===== config.mk =====
export PLATFORM = sky130hd
export DESIGN_NAME = id_regfile_decode
export DESIGN_NICKNAME = d
export VERILOG_FILES = /design/src/rtl/id_regfile_decode.sv
export SDC_FILE = /design/constraint.sdc
export NUM_CORES = 2
export LEC_CHECK = 0
export ABC_AREA = 1
export BUFFER_PORTS_ARGS = -buffer_cell sky130_fd_sc_hd__buf_2
export CAP_MARGIN = 30
export CORE_ASPECT_RATIO = 1.75
export CORE_MARGIN = 8
export CORE_UTILIZATION = 45
export CTS_CLUSTER_SIZE = 14
export DETAILED_ROUTE_END_ITERATION = 7
export PLACE_DENSITY_LB_ADDON = 0.05
export SETUP_SLACK_MARGIN = 0.02
export SYNTH_ARGS = -nofsm -noshare
export SYNTH_HDL_FRONTEND = slang
export SYNTH_SLANG_ARGS = --single-unit

===== constraint.sdc =====
create_clock -name clk -period 45.8 [get_ports clk]
set_input_delay 4.58 -clock clk [delete_from_list [all_inputs] [get_ports clk]]
set_output_delay 4.58 -clock clk [all_outputs]
set_load 0.01 [all_outputs]

===== src/rtl/id_regfile_decode.sv =====
// Decode stage: field split, immediate generation, illegal-opcode flag and 32x32 register file.
// Optional macro ID_WB_BYPASS_EN forwards same-cycle writeback data to the read ports.
module id_regfile_decode #(
  parameter logic [31:0] SP_INIT = 32'h0000_7FFC
) (
  input  logic        clk,
  input  logic        rst,
  input  logic [31:0] instruction,
  input  logic        reg_write,
  input  logic [4:0]  wb_rd,
  input  logic [31:0] wb_data,
  output logic [31:0] rs1_data,
  output logic [31:0] rs2_data,
  output logic [31:0] imm32,
  output logic [4:0]  rd,
  output logic [2:0]  funct3,
  output logic        funct7_5,
  output logic [6:0]  opcode,
  output logic        illegal
);

  localparam logic [6:0] OP_IMM  = 7'b0010011;
  localparam logic [6:0] OP_LD   = 7'b0000011;
  localparam logic [6:0] OP_JALR = 7'b1100111;
  localparam logic [6:0] OP_ST   = 7'b0100011;
  localparam logic [6:0] OP_BR   = 7'b1100011;
  localparam logic [6:0] OP_LUI  = 7'b0110111;
  localparam logic [6:0] OP_AUI  = 7'b0010111;
  localparam logic [6:0] OP_JAL  = 7'b1101111;
  localparam logic [6:0] OP_REG  = 7'b0110011;
  localparam logic [6:0] OP_SYS  = 7'b1110011;

  logic [31:0] regs_q [32];
  logic [31:0] regs_d [32];
  logic [4:0]  rs1, rs2;
  logic        wr_en;

  assign rd       = instruction[11:7];
  assign funct3   = instruction[14:12];
  assign funct7_5 = instruction[30];
  assign opcode   = instruction[6:0];
  assign rs1      = instruction[19:15];
  assign rs2      = instruction[24:20];
  assign wr_en    = reg_write && (wb_rd != 5'd0);

  always_comb begin
    regs_d = regs_q;
    if (wr_en) regs_d[wb_rd] = wb_data;
  end

  // Reset has priority, so a write presented while rst is high never lands.
  always_ff @(posedge clk or posedge rst) begin
    if (rst) begin
      for (int i = 0; i < 32; i++) regs_q[i] <= (i == 2) ? SP_INIT : 32'd0;
    end else begin
      regs_q <= regs_d;
    end
  end

  always_comb begin
    rs1_data = (rs1 == 5'd0) ? 32'd0 : regs_q[rs1];
    rs2_data = (rs2 == 5'd0) ? 32'd0 : regs_q[rs2];
`ifdef ID_WB_BYPASS_EN
    if (wr_en && (wb_rd == rs1)) rs1_data = wb_data;
    if (wr_en && (wb_rd == rs2)) rs2_data = wb_data;
`else
`endif
  end

  always_comb begin
    imm32   = 32'd0;
    illegal = 1'b0;
    case (opcode)
      OP_IMM, OP_LD, OP_JALR:
        imm32 = {{20{instruction[31]}}, instruction[31:20]};
      OP_ST:
        imm32 = {{20{instruction[31]}}, instruction[31:25], instruction[11:7]};
      OP_BR:
        imm32 = {{19{instruction[31]}}, instruction[31], instruction[7],
                 instruction[30:25], instruction[11:8], 1'b0};
      OP_LUI, OP_AUI:
        imm32 = {instruction[31:12], 12'd0};
      OP_JAL:
        imm32 = {{11{instruction[31]}}, instruction[31], instruction[19:12],
                 instruction[20], instruction[30:21], 1'b0};
      OP_REG, OP_SYS:
        imm32 = 32'd0;
      default:
        illegal = 1'b1;
    endcase
  end

endmodule


=== After elaboration in Yosys (flattened, before gate mapping) ===
Cells that the tools add are included.

* Input port bits: 72
* Word-level logic and storage cells: 70
* Output and inout port bits: 113
* Bits in registers: 1,024

* Eq/ne operators: 10
* Order comparisons: 4
* Reductions and logical operators: 8
* Bitwise gates (word level): 3
* Muxes and demuxes: 13

{| class="wikitable"
|+ Operator list
! kind !! count
|-
| 1024-bit bitwise mux || 1
|-
| 32-bit binary-select mux with 5-bit select || 2
|-
| 32-bit two-way mux || 7
|-
| 32-bit demux with 5-bit select || 1
|-
| 32-bit case mux with 5 select lines || 1
|-
| 7-bit == test (second input constant) || 4
|-
| 7-bit by 6-bit == test with 1-bit output (second input constant) || 3
|-
| 6-bit greater-or-equal comparator (second input constant) || 3
|-
| 5-bit NOT with 6-bit output || 3
|-
| 7-bit by 5-bit == test with 1-bit output (second input constant) || 2
|-
| 5-bit logical NOT || 2
|-
| 10-bit OR reduction || 1
|-
| 7-bit by 2-bit == test with 1-bit output (second input constant) || 1
|-
| 6-bit by 1-bit less-than comparator with 1-bit output (second input constant) || 1
|-
| 5-bit nonzero test || 1
|-
| 3-bit OR reduction || 1
|-
| 1-bit logical AND || 2
|-
| 2-bit OR reduction || 1
|-
| 1-bit two-way mux || 1
|}

=== Longest topological paths before layout ===
* Depth after elaboration: 6
* Gate-level depth with buffers: 12
* Gate-level depth less buffers: 9

=== Worst setup path before layout ===
No wires, ideal clock.

* Path kind: input -> output
* Start: in instruction[15]
* End: out rs1_data[10]
* Arrival time: 5.977 ns
* Path buffers: 3
* Required time: 41.220 ns
* Cell stages on the path: 12
* Slack: 35.243 ns
* Cell sequence: buf_2 inv_2 clkbuf_1 clkbuf_1 nand2_1 nand3_1 nand3_1 nand2_1 nand2_1 nand3_1 nand2_1 nor2_1

* Longest elaborated chain between the ends: 5
* Elaborated cells on any way between the ends: 6
* Classes of those cells: 4 x mux; 1 x bitwise; 1 x reduce/logical

{| class="wikitable"
|+ Ends and longest elaborated chain
! element !! RTL line !! RTL
|-
| start, declared || 8 || <nowiki>input logic [31:0] instruction,</nowiki>
|-
| 5-bit NOT with 6-bit output (implied by the code) || 61 || <nowiki>rs1_data = (rs1 == 5'd0) ? 32'd0 : regs_q[rs1];</nowiki>
|-
| 32-bit binary-select mux with 5-bit select || 61 ||
|-
| 32-bit two-way mux (implied by the code) (2 in series) || 61 ||
|-
| 32-bit two-way mux * || 61 ||
|-
| end, declared || 12 || <nowiki>output logic [31:0] rs1_data,</nowiki>
|}

Mark *: on every way between the ends. The rest lies on a longest branch, timed or not. The select of a mux whose other input is x is not followed.

=== Final worst setup path ===
* Start: in instruction[16]
* End: out rs1_data[1]

Same word-level chain as after synthesis.

==> run metrics <==
RSZ-0062 raised after global routing=no; Post-CTS Setup Repair Bufs=0; final WL=239000 um; port buffer count=184; crit path max-delay cell type=buf_4; CTS Sinks=1024; clk root buf=clkbuf_16; crit path cell chain=buf_8 -> inv_8 -> buf_4 -> buf_4 -> buf_4 -> o21ai_0 -> o21ai_0 -> nor2_1 -> nor2_1 -> nor2_1 -> nor2_1 -> buf_2; Gate Count Post-Synth=8392; cell taking the most area after synthesis=dfrtp_1; DRT Pass-1 Iters=6; biggest regs=regs_q (1024); Clock Path Buffers=3; maxcap violations=0; Biggest register=regs_q; sequential share of the synthesized area=45.3%; dominant cells by area after synthesis=dfrtp_1, nand2_1, nand3_1; Final #Nets=8113; P_leak=29.9 nW; chip width=284 um; vias in the first global route=55.1k; Synth Flop Type=dfrtp_1; Hold Crit Class=reg -> reg; Fmax achieved=72.3 MHz; DRC Markers=0; Max Transition Viols Final=0; Avg WL per Cell=24.4 um; Rows=172; synthesized area=56600 sq um; Slew @ Worst Pin=1.10 ns; initial core utilization=45.2%; H-Tree Level Count=3; clock slew at reported path FFs=0.06 ns; Worst EP arrival=9.24 ns; setup ws final=31.98 ns; # IOs=185; hold path depth=0; CP top delay family=buffers and inverters; VDD IR max=0.0325 mV; first-pass GRT wire length=356000 um; Final Hold Viols=0; slowest cell delay on critical path=0.82 ns; number of synthesized flops with an enable pin=0; post-DP HPWL=126000 um; routed vias=58.0k; setup TNS=0 ns; pre-CTS setup slack=32.05 ns; Synth async-reset ratio=100%; total gr overflow=0; critical path fanouts, max=125; relative slew slack=26.9%; via/cell ratio=5.93; most common cell after layout, fill and taps aside=nand2_1; max reg flops=1024; Placeable Area=125000 sq um; number of synthesized register bits=1024; CTS buffer count=104; Distinct cells, synth=25; post-route clock skew=0 ns; pin count of the biggest net entering global routing=195; Yosys top cell area share=44.7%; CP Depth=12; antenna violations before repair=13; Worst setup SP type=input pin; CTS tree=yes; syn_nets=8464; critical path class=in -> out; Setup-failing EPs final=0; power density over the cells=42.5 nW/um^2; final worst-path cycle share=30.2%; Clock Latency Late Sink=0.72 ns; reg2reg path depth=2; drt initial violations=7224; hold_buf cts=0; most frequent cells in the layout=nand2_1, nand3_1, dfrtp_1, o21ai_0, nor2_1; placer congestion estimate=0.824; share of cells above drive strength 1=6.58%; post-CTS sizing=0; die height=485 um; Tmin final=13.82 ns; total number of yosys warnings=0; Post-Syn Area per Cell=6.75 sq um; CP bufs+invs=6; CP Data Required Time=41.22 ns; crit-path most repeated cell=nor2_1; status=completed; Final ANT Viol Nets=0; Area growth, synth to finish=9.28%; Total Routing Usage GR=33.6%; Die ar.=138000 sq um; Crit. End Element=output port
[where the power goes]
group	switching, mW	internal [mW]	leakage, nW	total [mW]
Clock	0.388	0.513	1.73	0.901
Sequential	0.139	1.08	13.1	1.22
Combinational	0.326	0.184	15.1	0.510
Total	0.853	1.77	29.9	2.63
[worst paths after layout]
check,startpoint,to,slack [ns]
worst max-delay path,instruction[16],rs1_data[1],31.98
worst min-delay path,regs_q[1017]$_DFFE_PP0P_,regs_q[1017]$_DFFE_PP0P_,0.40
worst max register to register,regs_q[934]$_DFFE_PP1P_,regs_q[934]$_DFFE_PP1P_,44.99
worst min register to register,regs_q[1017]$_DFFE_PP0P_,regs_q[1017]$_DFFE_PP0P_,0.40
max in group asynchronous,rst,regs_q[596]$_DFFE_PP0P_,38.39
min in group asynchronous,rst,regs_q[842]$_DFFE_PP0P_,4.00
[cell usage after synthesis (3+ instances only)]
| master | n |
|---|---|
| nor3_1 | 10 |
| inv_2 | 6 |
| clkinv_1 | 4 |
| o21ai_0 | 958 |
| a21oi_1 | 293 |
| dfrtp_1 | 1011 |
| nor2_1 | 372 |
| nand2_2 | 8 |
| buf_1 | 59 |
| dfstp_2 | 13 |
| inv_1 | 89 |
| nor3_2 | 3 |
| buf_4 | 16 |
| clkbuf_1 | 665 |
| o21ai_1 | 4 |
| buf_2 | 21 |
| nor2_2 | 4 |
| nand3_1 | 1255 |
| nand2_1 | 3595 |
[routing by layer]
metal | global-route usage (%) | wire length (um) | vias to the layer above
li1 | - | - | 26400
met1 | 43.0 | 93700 | 27900
met2 | 54.9 | 110000 | 3068
met3 | 5.53 | 22100 | 655
met4 | 16.5 | 12600 | 4
met5 | 0 | 27 | -
[worst reg2reg max path: stages, from the launching register on]
cell and delay [ns]:
dfstp_2 0.56, nand2_1 0.05, o21ai_0 0.11
[stage by stage]
step	power [mW]	hold slack [ns]	cells	instance area, sq um	utilization [%]
floorplan	1.57	0.451	8392	56600	-
global placement	1.72	0.387	9561	57700	46.1
detailed placement	1.73	0.390	9582	58200	46.5
CTS	2.63	0.403	9768	61700	49.3
global route	2.77	0.413	9776	61900	49.4
finish	2.63	0.405	9783	61900	49.4
[area by class of cell]
| cell class | instances | area [sq um] |
|---|---|---|
| clock buffers | 159 | 3160 |
| fillers | 12900 | 63400 |
| inverters | 99 | 420 |
| diodes | 9 | 22.5 |
| multi-input cells | 6508 | 27900 |
| clock inverters | 27 | 340 |
| flip-flops and latches | 1024 | 25600 |
| repair buffers | 304 | 2330 |
| well taps | 1653 | 2070 |
[cells by family after synthesis]
| logic type | Yosys count | share of synthesized area (%) |
|---|---|---|
| AND/OR/NAND/NOR | 5249 | 37.7 |
| buffers and inverters | 860 | 5.85 |
| AO/OA/AOI/OAI | 1259 | 11.1 |
| flip-flops | 1024 | 45.3 |
No activity file was read; power rests on OpenSTA's default activity.
